`config.mk`:
```
export PLATFORM = sky130hd
export DESIGN_NAME = operand_fetch
export DESIGN_NICKNAME = d
export VERILOG_FILES = /design/src/rtl/operand_fetch.sv
export SDC_FILE = /design/constraint.sdc
export NUM_CORES = 1
export LEC_CHECK = 0
export ABC_CLOCK_PERIOD_IN_PS = 13900
export CORE_MARGIN = 2
export CORE_UTILIZATION = 51
export CTS_CLUSTER_DIAMETER = 80
export DETAILED_ROUTE_END_ITERATION = 10
export PLACE_DENSITY = 0.87
export SYNTH_ARGS = -nofsm -noshare
export SYNTH_HDL_FRONTEND = slang
export SYNTH_SLANG_ARGS = --single-unit
```
`constraint.sdc`:
```
create_clock -name CLK -period 13.9 [get_ports CLK]
set_clock_uncertainty 0.15 [all_clocks]
set_input_delay 3.475 -clock CLK [delete_from_list [all_inputs] [get_ports CLK]]
set_output_delay 3.475 -clock CLK [all_outputs]
set_load 0.005 [all_outputs]
```
`src/rtl/operand_fetch.sv`:
```
// Operand-fetch pipeline stage: scoreboarded hazard check, writeback bypass,
// and a single output slot with valid/ready handshaking on both sides.
module operand_fetch #(
  parameter int AW  = 6,
  parameter int DW  = 32,
  parameter int OPW = 8
) (
  input  logic              CLK,
  input  logic              RST,
  input  logic              IN_VALID,
  output logic              IN_READY,
  input  logic [AW-1:0]     IN_SRA,
  input  logic [AW-1:0]     IN_SRB,
  input  logic [AW-1:0]     IN_DR,
  input  logic              IN_WEN,
  input  logic [OPW-1:0]    IN_OP,
  output logic [AW-1:0]     SRA,
  output logic [AW-1:0]     SRB,
  input  logic [DW-1:0]     RE_A,
  input  logic [DW-1:0]     RE_B,
  input  logic              WB_EN,
  input  logic [AW-1:0]     WB_DR,
  input  logic [DW-1:0]     WB_WD,
  output logic              OUT_VALID,
  input  logic              OUT_READY,
  output logic [DW-1:0]     OUT_A,
  output logic [DW-1:0]     OUT_B,
  output logic [AW-1:0]     OUT_DR,
  output logic              OUT_WEN,
  output logic [OPW-1:0]    OUT_OP,
  output logic [2**AW-1:0]  BUSY_MASK
);

  localparam int NR = 2**AW;

  logic [NR-1:0]  busy_q, busy_d;
  logic           valid_q, valid_d;
  logic [DW-1:0]  a_q, a_d, b_q, b_d;
  logic [AW-1:0]  dr_q, dr_d;
  logic           wen_q, wen_d;
  logic [OPW-1:0] op_q, op_d;

  logic wb_hit_a, wb_hit_b, wb_hit_dr;
  logic haz_a, haz_b, waw;
  logic slot_free, ready, issue;

  assign SRA = IN_SRA;
  assign SRB = IN_SRB;

  // A writeback landing this cycle resolves a pending register, so it neither stalls nor is read stale.
  assign wb_hit_a  = WB_EN && (WB_DR == IN_SRA);
  assign wb_hit_b  = WB_EN && (WB_DR == IN_SRB);
  assign wb_hit_dr = WB_EN && (WB_DR == IN_DR);
  assign haz_a     = busy_q[IN_SRA] && !wb_hit_a;
  assign haz_b     = busy_q[IN_SRB] && !wb_hit_b;
  assign waw       = IN_WEN && busy_q[IN_DR] && !wb_hit_dr;

  assign slot_free = !valid_q || OUT_READY;
  assign ready     = !RST && slot_free && !haz_a && !haz_b && !waw;
  assign issue     = IN_VALID && ready;
  assign IN_READY  = ready;

  always_comb begin
    busy_d = busy_q;
    if (WB_EN) begin
      busy_d[WB_DR] = 1'b0;
    end else begin
      busy_d = busy_q;
    end
    // Set is applied after clear so a same-register set/clear ends pending.
    if (issue && IN_WEN) begin
      busy_d[IN_DR] = 1'b1;
    end else begin
      busy_d = busy_d;
    end
  end

  always_comb begin
    valid_d = valid_q;
    a_d     = a_q;
    b_d     = b_q;
    dr_d    = dr_q;
    wen_d   = wen_q;
    op_d    = op_q;
    if (issue) begin
      valid_d = 1'b1;
      a_d     = wb_hit_a ? WB_WD : RE_A;
      b_d     = wb_hit_b ? WB_WD : RE_B;
      dr_d    = IN_DR;
      wen_d   = IN_WEN;
      op_d    = IN_OP;
    end else if (slot_free) begin
      valid_d = 1'b0;
    end else begin
      valid_d = valid_q;
    end
  end

  always_ff @(posedge CLK or posedge RST) begin
    if (RST) begin
      busy_q  <= '0;
      valid_q <= 1'b0;
      a_q     <= '0;
      b_q     <= '0;
      dr_q    <= '0;
      wen_q   <= 1'b0;
      op_q    <= '0;
    end else begin
      busy_q  <= busy_d;
      valid_q <= valid_d;
      a_q     <= a_d;
      b_q     <= b_d;
      dr_q    <= dr_d;
      wen_q   <= wen_d;
      op_q    <= op_d;
    end
  end

  assign OUT_VALID = valid_q;
  assign OUT_A     = a_q;
  assign OUT_B     = b_q;
  assign OUT_DR    = dr_q;
  assign OUT_WEN   = wen_q;
  assign OUT_OP    = op_q;
  assign BUSY_MASK = busy_q;

endmodule

```
* Word-level counts from Yosys, hierarchy flattened *
Cells that the tools add are included.

cells by class
  $add $sub $neg = 0
  muxes and demuxes = 16
  magnitude comparators = 6
  $mul = 0
  div/mod/pow operators = 0
  reduce and logical (&&, ||, !) cells = 25
  eq/ne operators = 3
  shift-type cells = 0
  bitwise gates (word level) = 3

operators with widths
  cell                                                                                  number
  64-bit two-way mux                                                                    2
  64-bit AND                                                                            1
  32-bit two-way mux                                                                    2
  64-bit inverter                                                                       1
  64-bit bitwise OR                                                                     1
  6-bit by 7-bit less-than comparator with 1-bit output (second input constant)         4
  1-bit binary-select mux with 6-bit select                                             3
  6-bit equality test                                                                   3
  1-bit logical AND                                                                     15
  1-bit demux with 6-bit select                                                         2
  6-bit by 1-bit greater-or-equal comparator with 1-bit output (second input constant)  2
  1-bit zero test                                                                       8
  1-bit two-way mux                                                                     7
  2-bit nonzero test                                                                    1
  1-bit logical OR                                                                      1

storage, ports and cells
  word-level logic and storage cells = 60
  output and inout bits = 157
  bits of input ports = 134
  RAM bits = 0
  memories = 0
  ROM bits = 0
  register bits = 144
  bits in latches = 0

* Longest topological paths before layout *
Gate-level depths: netlist (run 1).

  depth after elaboration = 11
  depth in mapped cells = 12

* Worst setup path before layout (run 1) *
OpenSTA, ideal clock, no wires.

  kind = input-to-output
  start point = input IN_SRB[0]
  end point = output IN_READY
  cell stages on the path = 7
  setup slack = 5.128 ns
  arrival time = 5.147 ns
  data required time = 10.275 ns
  path through = buf_2 -> buf_1 -> xnor2_1 -> nand4_1 -> nor4_1 -> a21o_1 -> o211a_1

between the ends
  cells in the longest elaborated chain, start to end = 7
  elaborated cells on any way between the ends = 9
  those cells by class = eq/ne: 1; mux: 2; reduce/logical: 6

ends and longest elaborated chain
  element                                                                                            line  source
  start, declared                                                                                    13    input logic [AW-1:0] IN_SRB,
  parallel branches: the longest is 3 deep, another holds 1-bit binary-select mux with 6-bit select  n/a
  1-bit logical AND (*)                                                                              55    assign haz_b = busy_q[IN_SRB] && !wb_hit_b;
  1-bit zero test (*)                                                                                59    assign ready = !RST && slot_free && !haz_a && !haz_b && !waw;
  1-bit logical AND (*) (2 in series)                                                                59
  end, declared                                                                                      11    output logic IN_READY,

Mark *: on every way between the ends. The select of a mux whose other input is x is not followed.

* Worst setup path after layout (run 1) *
  start point = input IN_SRA[2]
  end point = output IN_READY

between the ends
  cells in the longest elaborated chain, start to end = 8
  elaborated cells on any way between the ends = 10
  those cells by class = eq/ne: 1; mux: 2; reduce/logical: 7

ends and longest elaborated chain
  element                                                                                            line  source
  start, declared                                                                                    12    input logic [AW-1:0] IN_SRA,
  parallel branches: the longest is 3 deep, another holds 1-bit binary-select mux with 6-bit select  n/a
  1-bit logical AND (*)                                                                              54    assign haz_a = busy_q[IN_SRA] && !wb_hit_a;
  1-bit zero test (*)                                                                                59
  1-bit logical AND (*) (3 in series)                                                                59

Marks and branches as above.

==> impl_metrics.yaml, run 1 <==
run_status:
  status: "finished, final reports clean"
clocking:
  cts_buffers: 17
  h-tree-depth: 4
  clockBufferDepth: 2
  hold_buffers: 0
  post_cts.repair.setup_buffers: 0
  cts.sinks: 144
  cts.clk_slew.worst_paths_ps: 60
  cts-root-buf: "clkbuf_16"
  clock_latency_ps: 430
  cts_tree: "yes"
  cts_resized: 0
worst_setup_path:
  cp-end-kind: "primary output"
  max_stage_delay_ps: 910
  cp.arrival_ps: 6980
  crit_chain: "clkdlybuf4s50_1 -> xnor2_1 -> nand4_1 -> nor2_4 -> a2111oi_4 -> a2111oi_4 -> o211a_1 -> clkdlybuf4s50_1"
  critical-path-top-delay-family: "buffers and inverters"
  slowest_stage: "clkdlybuf4s50_1"
  rr_worst_depth: 8
  critPathBufInv: 2
  worstSetupPathType: "input port to primary output"
  crit_required_ps: 10270
  crit_fanout: 33
  critPathLaunchType: "input port"
  worstSetupPathDepth: 8
pwr:
  p_total_mw: 1.539
  clkPwrFrac_pct: 33.0
  pwr-share-seq_pct: 36.5
  ir_drop_mv: 0.09026
  power_switching_mw: 0.4150
  power_density_nw_per_um2: 122.7
  power_leakage_nw: 4.938
  p_int_mw: 1.124
  combPwrFrac_pct: 30.5
  p_sw_share_pct: 26.96
floorplanning:
  initial_core_util_pct: 52.41
  die_x_um: 137.8
  pin_count: 291
  rows: 48
  core_um2: 17420
  die_area_um2: 18980
  die_h_um: 137.8
cells_and_area:
  final_core_utilization_pct: 72.05
  areaGrowthSynthToFinish_pct: 37.49
  stdcell_area_um2: 12550
  stdcell_count: 1252
  num-fill-cells: 1209
  final_layout_size_suffix_gt1_share_pct: 22.75
  nNetsFinal: 1145
yosys:
  syn_area_um2: 9128
  synth-seq-area-share_pct: 39.48
  syn_avg_cell_area_um2: 11.96
  async_flop_share_pct: 100.0
  syn_nets: 897
  yosysUniqueCellTypes: 52
  yosysTopAreaCellShare_pct: 39.48
  synth_area_leaders: "dfrtp_1, mux2_4, mux2_2"
  synth.ff_latch_count: 144
  ys.flop_type: "dfrtp_1"
  synth_edf_count: 0
  yosysMostFrequentCell: "dfrtp_1"
  synthCells: 763
  yosys-top-cells-count: "dfrtp_1, o21ai_0, mux2_2, mux2_4, nand2_1"
  yosysTopAreaCell: "dfrtp_1"
  yosysWarnings: 0
sta:
  worst_hold_slack_ps: 346.0
  worstMarginPinSlew_ps: 1099
  period_minus_slack_ps: 10610
  slew_violations: 0
  setup_violations: 0
  tns_ps: 0
  fmax_ghz: 0.09428
  setup_ws_ps: 3293
  hold_viol_final: 0
  slew_headroom_pct: 25.74
  period_share_pct: 76.31
  grt_setup_unrepaired: "false"
placement:
  port_buffers: 290
  dp_cells: 1217
  dp_hpwl_mm: 23.37
  pre_cts_ws_ps: 3293
  placed_area_um2: 11900
  gp_congestion: 1.002
global_route:
  grt_pass1_vias: 7879
  overflow: 0
  antenna_found_initial: 3
  track_usage_pct: 34.05
  grt_pass1_wl_mm: 47.75
  grt_max_degree: 79
worst_hold_path:
  hp-class: "flip-flop to flip-flop"
  hold_depth: 1
flow_run:
  maxCapViolCount: 0
routing:
  drt-pass1-iter-count: 6
  vias: 7971
  wire_per_inst_um: 25.99
  drcViolationCount: 0
  drtIter0Drc: 1043
  via_per_inst: 6.367
  postRouteAntennaNets: 0
  wl_mm: 32.54
==> final cells by class <==
type	instances	area (um^2)	area share [%]
Clock buffer	18	429.2	3.420
Clock inverter	14	211.5	1.685
Tap cell	225	281.5	2.243
Sequential cell	144	3603	28.71
Antenna cell	3	7.507	0.05982
Timing Repair Buffer	301	2985	23.79
Multi-Input combinational cell	544	5015	39.96
Inverter	3	16.27	0.1296
==> final timing paths <==
path	to	slack [ps]	from
worst min register to register	OUT_DR[0]	350	OUT_DR[0]
worst min-delay path	OUT_DR[0]	350	OUT_DR[0]
min in group asynchronous	BUSY_MASK[48]	3430	RST
worst max register to register	OUT_B[28]	9750	BUSY_MASK[55]
max in group asynchronous	BUSY_MASK[39]	8680	RST
worst max-delay path	IN_READY	3290	IN_SRA[2]
==> cell usage in the layout, fill, tap and decap left out, types with 4 or more instances in the layout <==
cell / n
o21ai_0: 102
nor2_1: 21
mux2_2: 74
nor3b_1: 4
nand2b_1: 9
xnor2_1: 12
nand2_1: 56
mux2_1: 5
buf_4: 11
nand3_1: 16
clkdlybuf4s50_1: 290
mux2i_1: 29
nand4_1: 8
o31ai_1: 38
dfrtp_1: 144
mux2_4: 70
nand3b_1: 4
clkinv_2: 4
bufinv_16: 5
clkbuf_16: 17
mux4_2: 35
xor2_1: 6
nor2b_1: 14
==> registers in the layout, summed over array words and instances (netlist names) <==
| signal | cells |
|---|---|
| OUT_OP | 8 |
| OUT_A | 32 |
| OUT_WEN | 1 |
| BUSY_MASK | 64 |
| OUT_VALID | 1 |
| OUT_B | 32 |
| OUT_DR | 6 |
==> metal layers <==
metal	GRT usage, %	wire, um	vias to the layer above	share of wire, %
li1	-	-	3344	-
met1	43.68	12030	3876	37
met2	53.57	15400	627	47
met3	9.639	3704	124	11
met4	15.76	1403	0	4.3
met5	0	0	-	0
==> power by group through the flow <==
stage	Sequential (mW)	Clock [mW]	Combinational [mW]
after global placement	0.558	0	0.457
after detailed placement	0.566	0	0.464
after CTS	0.560	0.511	0.470
after floorplan	0.561	0	0.202
after global routing	0.570	0.528	0.496
final	0.562	0.508	0.470
==> worst reg2reg max path: stages (launching register included) <==
cell	delay [ps]
dfrtp_1	460
mux4_2	510
mux2i_1	160
nor2_1	70
nor4_1	250
nor4b_2	560
o2111a_4	530
buf_4	880
mux2_2	450
==> logic make-up after synthesis <==
kind of cell	Yosys count	synth area share [%]
compound gates	164	11.67
xor+xnor	18	1.727
buf+inv	75	5.799
flops	144	39.48
mux	213	33.08
simple gates	149	8.252
Note: power is estimated with default switching activity, not from simulation.
==> run 2, diff against run 1 <==
Settings changed: ABC_CLOCK_PERIOD_IN_PS 13900 to 10120, CORE_UTILIZATION 51 to 48, PLACE_DENSITY 0.87 to 0.83.
Clock period 13.9 ns to 10.12 ns, I/O delays scaled along.
==> impl_metrics.yaml, run 2 (synthesis gave the netlist of run 1 again) <==
cells_and_area:
  final_core_utilization_pct: 67.23
  areaGrowthSynthToFinish_pct: 37.78
  final_cell_mix: "clkdlybuf4s50_1, dfrtp_1, o21ai_0, mux2_2, mux2_4"
  num-fill-cells: 1358
  nNetsFinal: 1146
  layout_commonest_cell: "clkdlybuf4s50_1"
  final_layout_size_suffix_gt1_share_pct: 22.85
  multi_input_area_um2: 5015
  stdcell_count: 1259
  regArea_um2: 3603
  largest_register_ffs: 64
sta:
  worstMarginPinSlew_ps: 1216
  fmax_ghz: 0.1150
  grt_setup_unrepaired: "false"
  tns_ps: 0
  period_share_pct: 85.91
  hold_viol_final: 0
  setup_violations: 0
  slew_violations: 0
  slew_headroom_pct: 18.74
  period_minus_slack_ps: 8694
routing:
  drt-pass1-iter-count: 6
  drcViolationCount: 0
  vias: 7896
  wire_per_inst_um: 25.35
  via_per_inst: 6.272
  wl_mm: 31.91
  drtIter0Drc: 945
  postRouteAntennaNets: 0
clocking:
  cts_resized: 0
  cts.clk_slew.worst_paths_ps: 60
  cts.sinks: 144
  cts_buffers: 17
  h-tree-depth: 4
  cts_tree: "yes"
  clockBufferDepth: 2
  post_cts.repair.setup_buffers: 0
  cts-root-buf: "clkbuf_16"
  hold_buffers: 0
  clock_latency_ps: 430
floorplanning:
  die_h_um: 141.9
  core_um2: 18710
  rows: 50
  pin_count: 291
  die_area_um2: 20130
  initial_core_util_pct: 48.80
  die_x_um: 141.9
global_route:
  grt_max_degree: 74
  overflow: 0
  antenna_found_initial: 0
  track_usage_pct: 31.63
  grt_pass1_wl_mm: 47.78
  grt_pass1_vias: 7828
run_status:
  status: "finished, final reports clean"
pwr:
  ir_drop_mv: 0.1246
  p_total_mw: 2.118
  power_leakage_nw: 4.942
  power_density_nw_per_um2: 168.4
worst_setup_path:
  crit_chain: "clkdlybuf4s50_1 -> buf_4 -> mux2i_1 -> o32ai_1 -> o31ai_1 -> o31ai_1 -> nor4b_2 -> o211a_1 -> clkdlybuf4s50_1"
  r2r_setup_slack_ps: 6010
  rr_startpoint: "BUSY_MASK[55]"
  slowest_stage: "clkdlybuf4s50_1"
  cp-end-kind: "primary output"
  crit_fanout: 24
  rr_endpoint: "OUT_B[7]"
  max_stage_delay_ps: 960
  worstSetupPathType: "input port to primary output"
  critPathLaunchType: "input port"
  rr_worst_depth: 8
  cp.arrival_ps: 6010
  crit_required_ps: 7440
placement:
  dp_cells: 1227
  dp_hpwl_mm: 23.14
  port_buffers: 290
  gp_congestion: 0.9495
worst_hold_path:
  hp-class: "flip-flop to flip-flop"
  hold_depth: 1
  holdPathEnd: "OUT_WEN"
  hold_start: "OUT_WEN"
flow_run:
  maxCapViolCount: 0
run 2: routing by layer:
metal | GRT usage [%] | share of wire (%) | vias up
met3 | 8.032 | 11 | 102
li1 | - | - | 3349
met4 | 13.21 | 3.7 | 0
met1 | 42.19 | 38 | 3882
met5 | 1.504 | 0 | -
met2 | 49.28 | 47 | 563
run 2: metrics by stage:
step	area [um^2]	hold slack, ps	setup slack, ps
final	12580	344.8	1426
after global routing	12570	370.2	1176
after CTS	12570	349.9	1450
after detailed placement	11920	334.4	1459
after global placement	11920	330.2	1522
after floorplan	9128	338.9	3238
run 2: report_power, final:
part | internal (mW) | total, mW | switching [mW] | leakage [nW]
Sequential | 0.689 | 0.772 | 0.0831 | 1.83
Clock | 0.441 | 0.708 | 0.267 | 0.309
Combinational | 0.418 | 0.639 | 0.221 | 2.80
Total | 1.55 | 2.12 | 0.571 | 4.94
run 2: layout make-up:
cell class                      count  area share (%)
Multi-Input combinational cell    544           39.88
Sequential cell                   144           28.65
Timing Repair Buffer              302           23.80
Clock buffer                       17           3.383
Tap cell                          234           2.328
Clock inverter                     14           1.811
Inverter                            3          0.1293
Antenna cell                        1         0.01990
run 2: how the worst max path moves through the flow:
stage	start	end
final	IN_DR[1]	IN_READY
after global routing	IN_DR[2]	IN_READY
after CTS	IN_DR[1]	IN_READY
after detailed placement	IN_SRA[0]	IN_READY
after global placement	IN_DR[1]	IN_READY
after floorplan	IN_SRB[0]	IN_READY
run 2: worst max-delay path: cells and delay by family:
family	cells	cell delay, ps
buf+inv	3	1890
simple gates	1	560
compound gates	4	790
mux	1	230
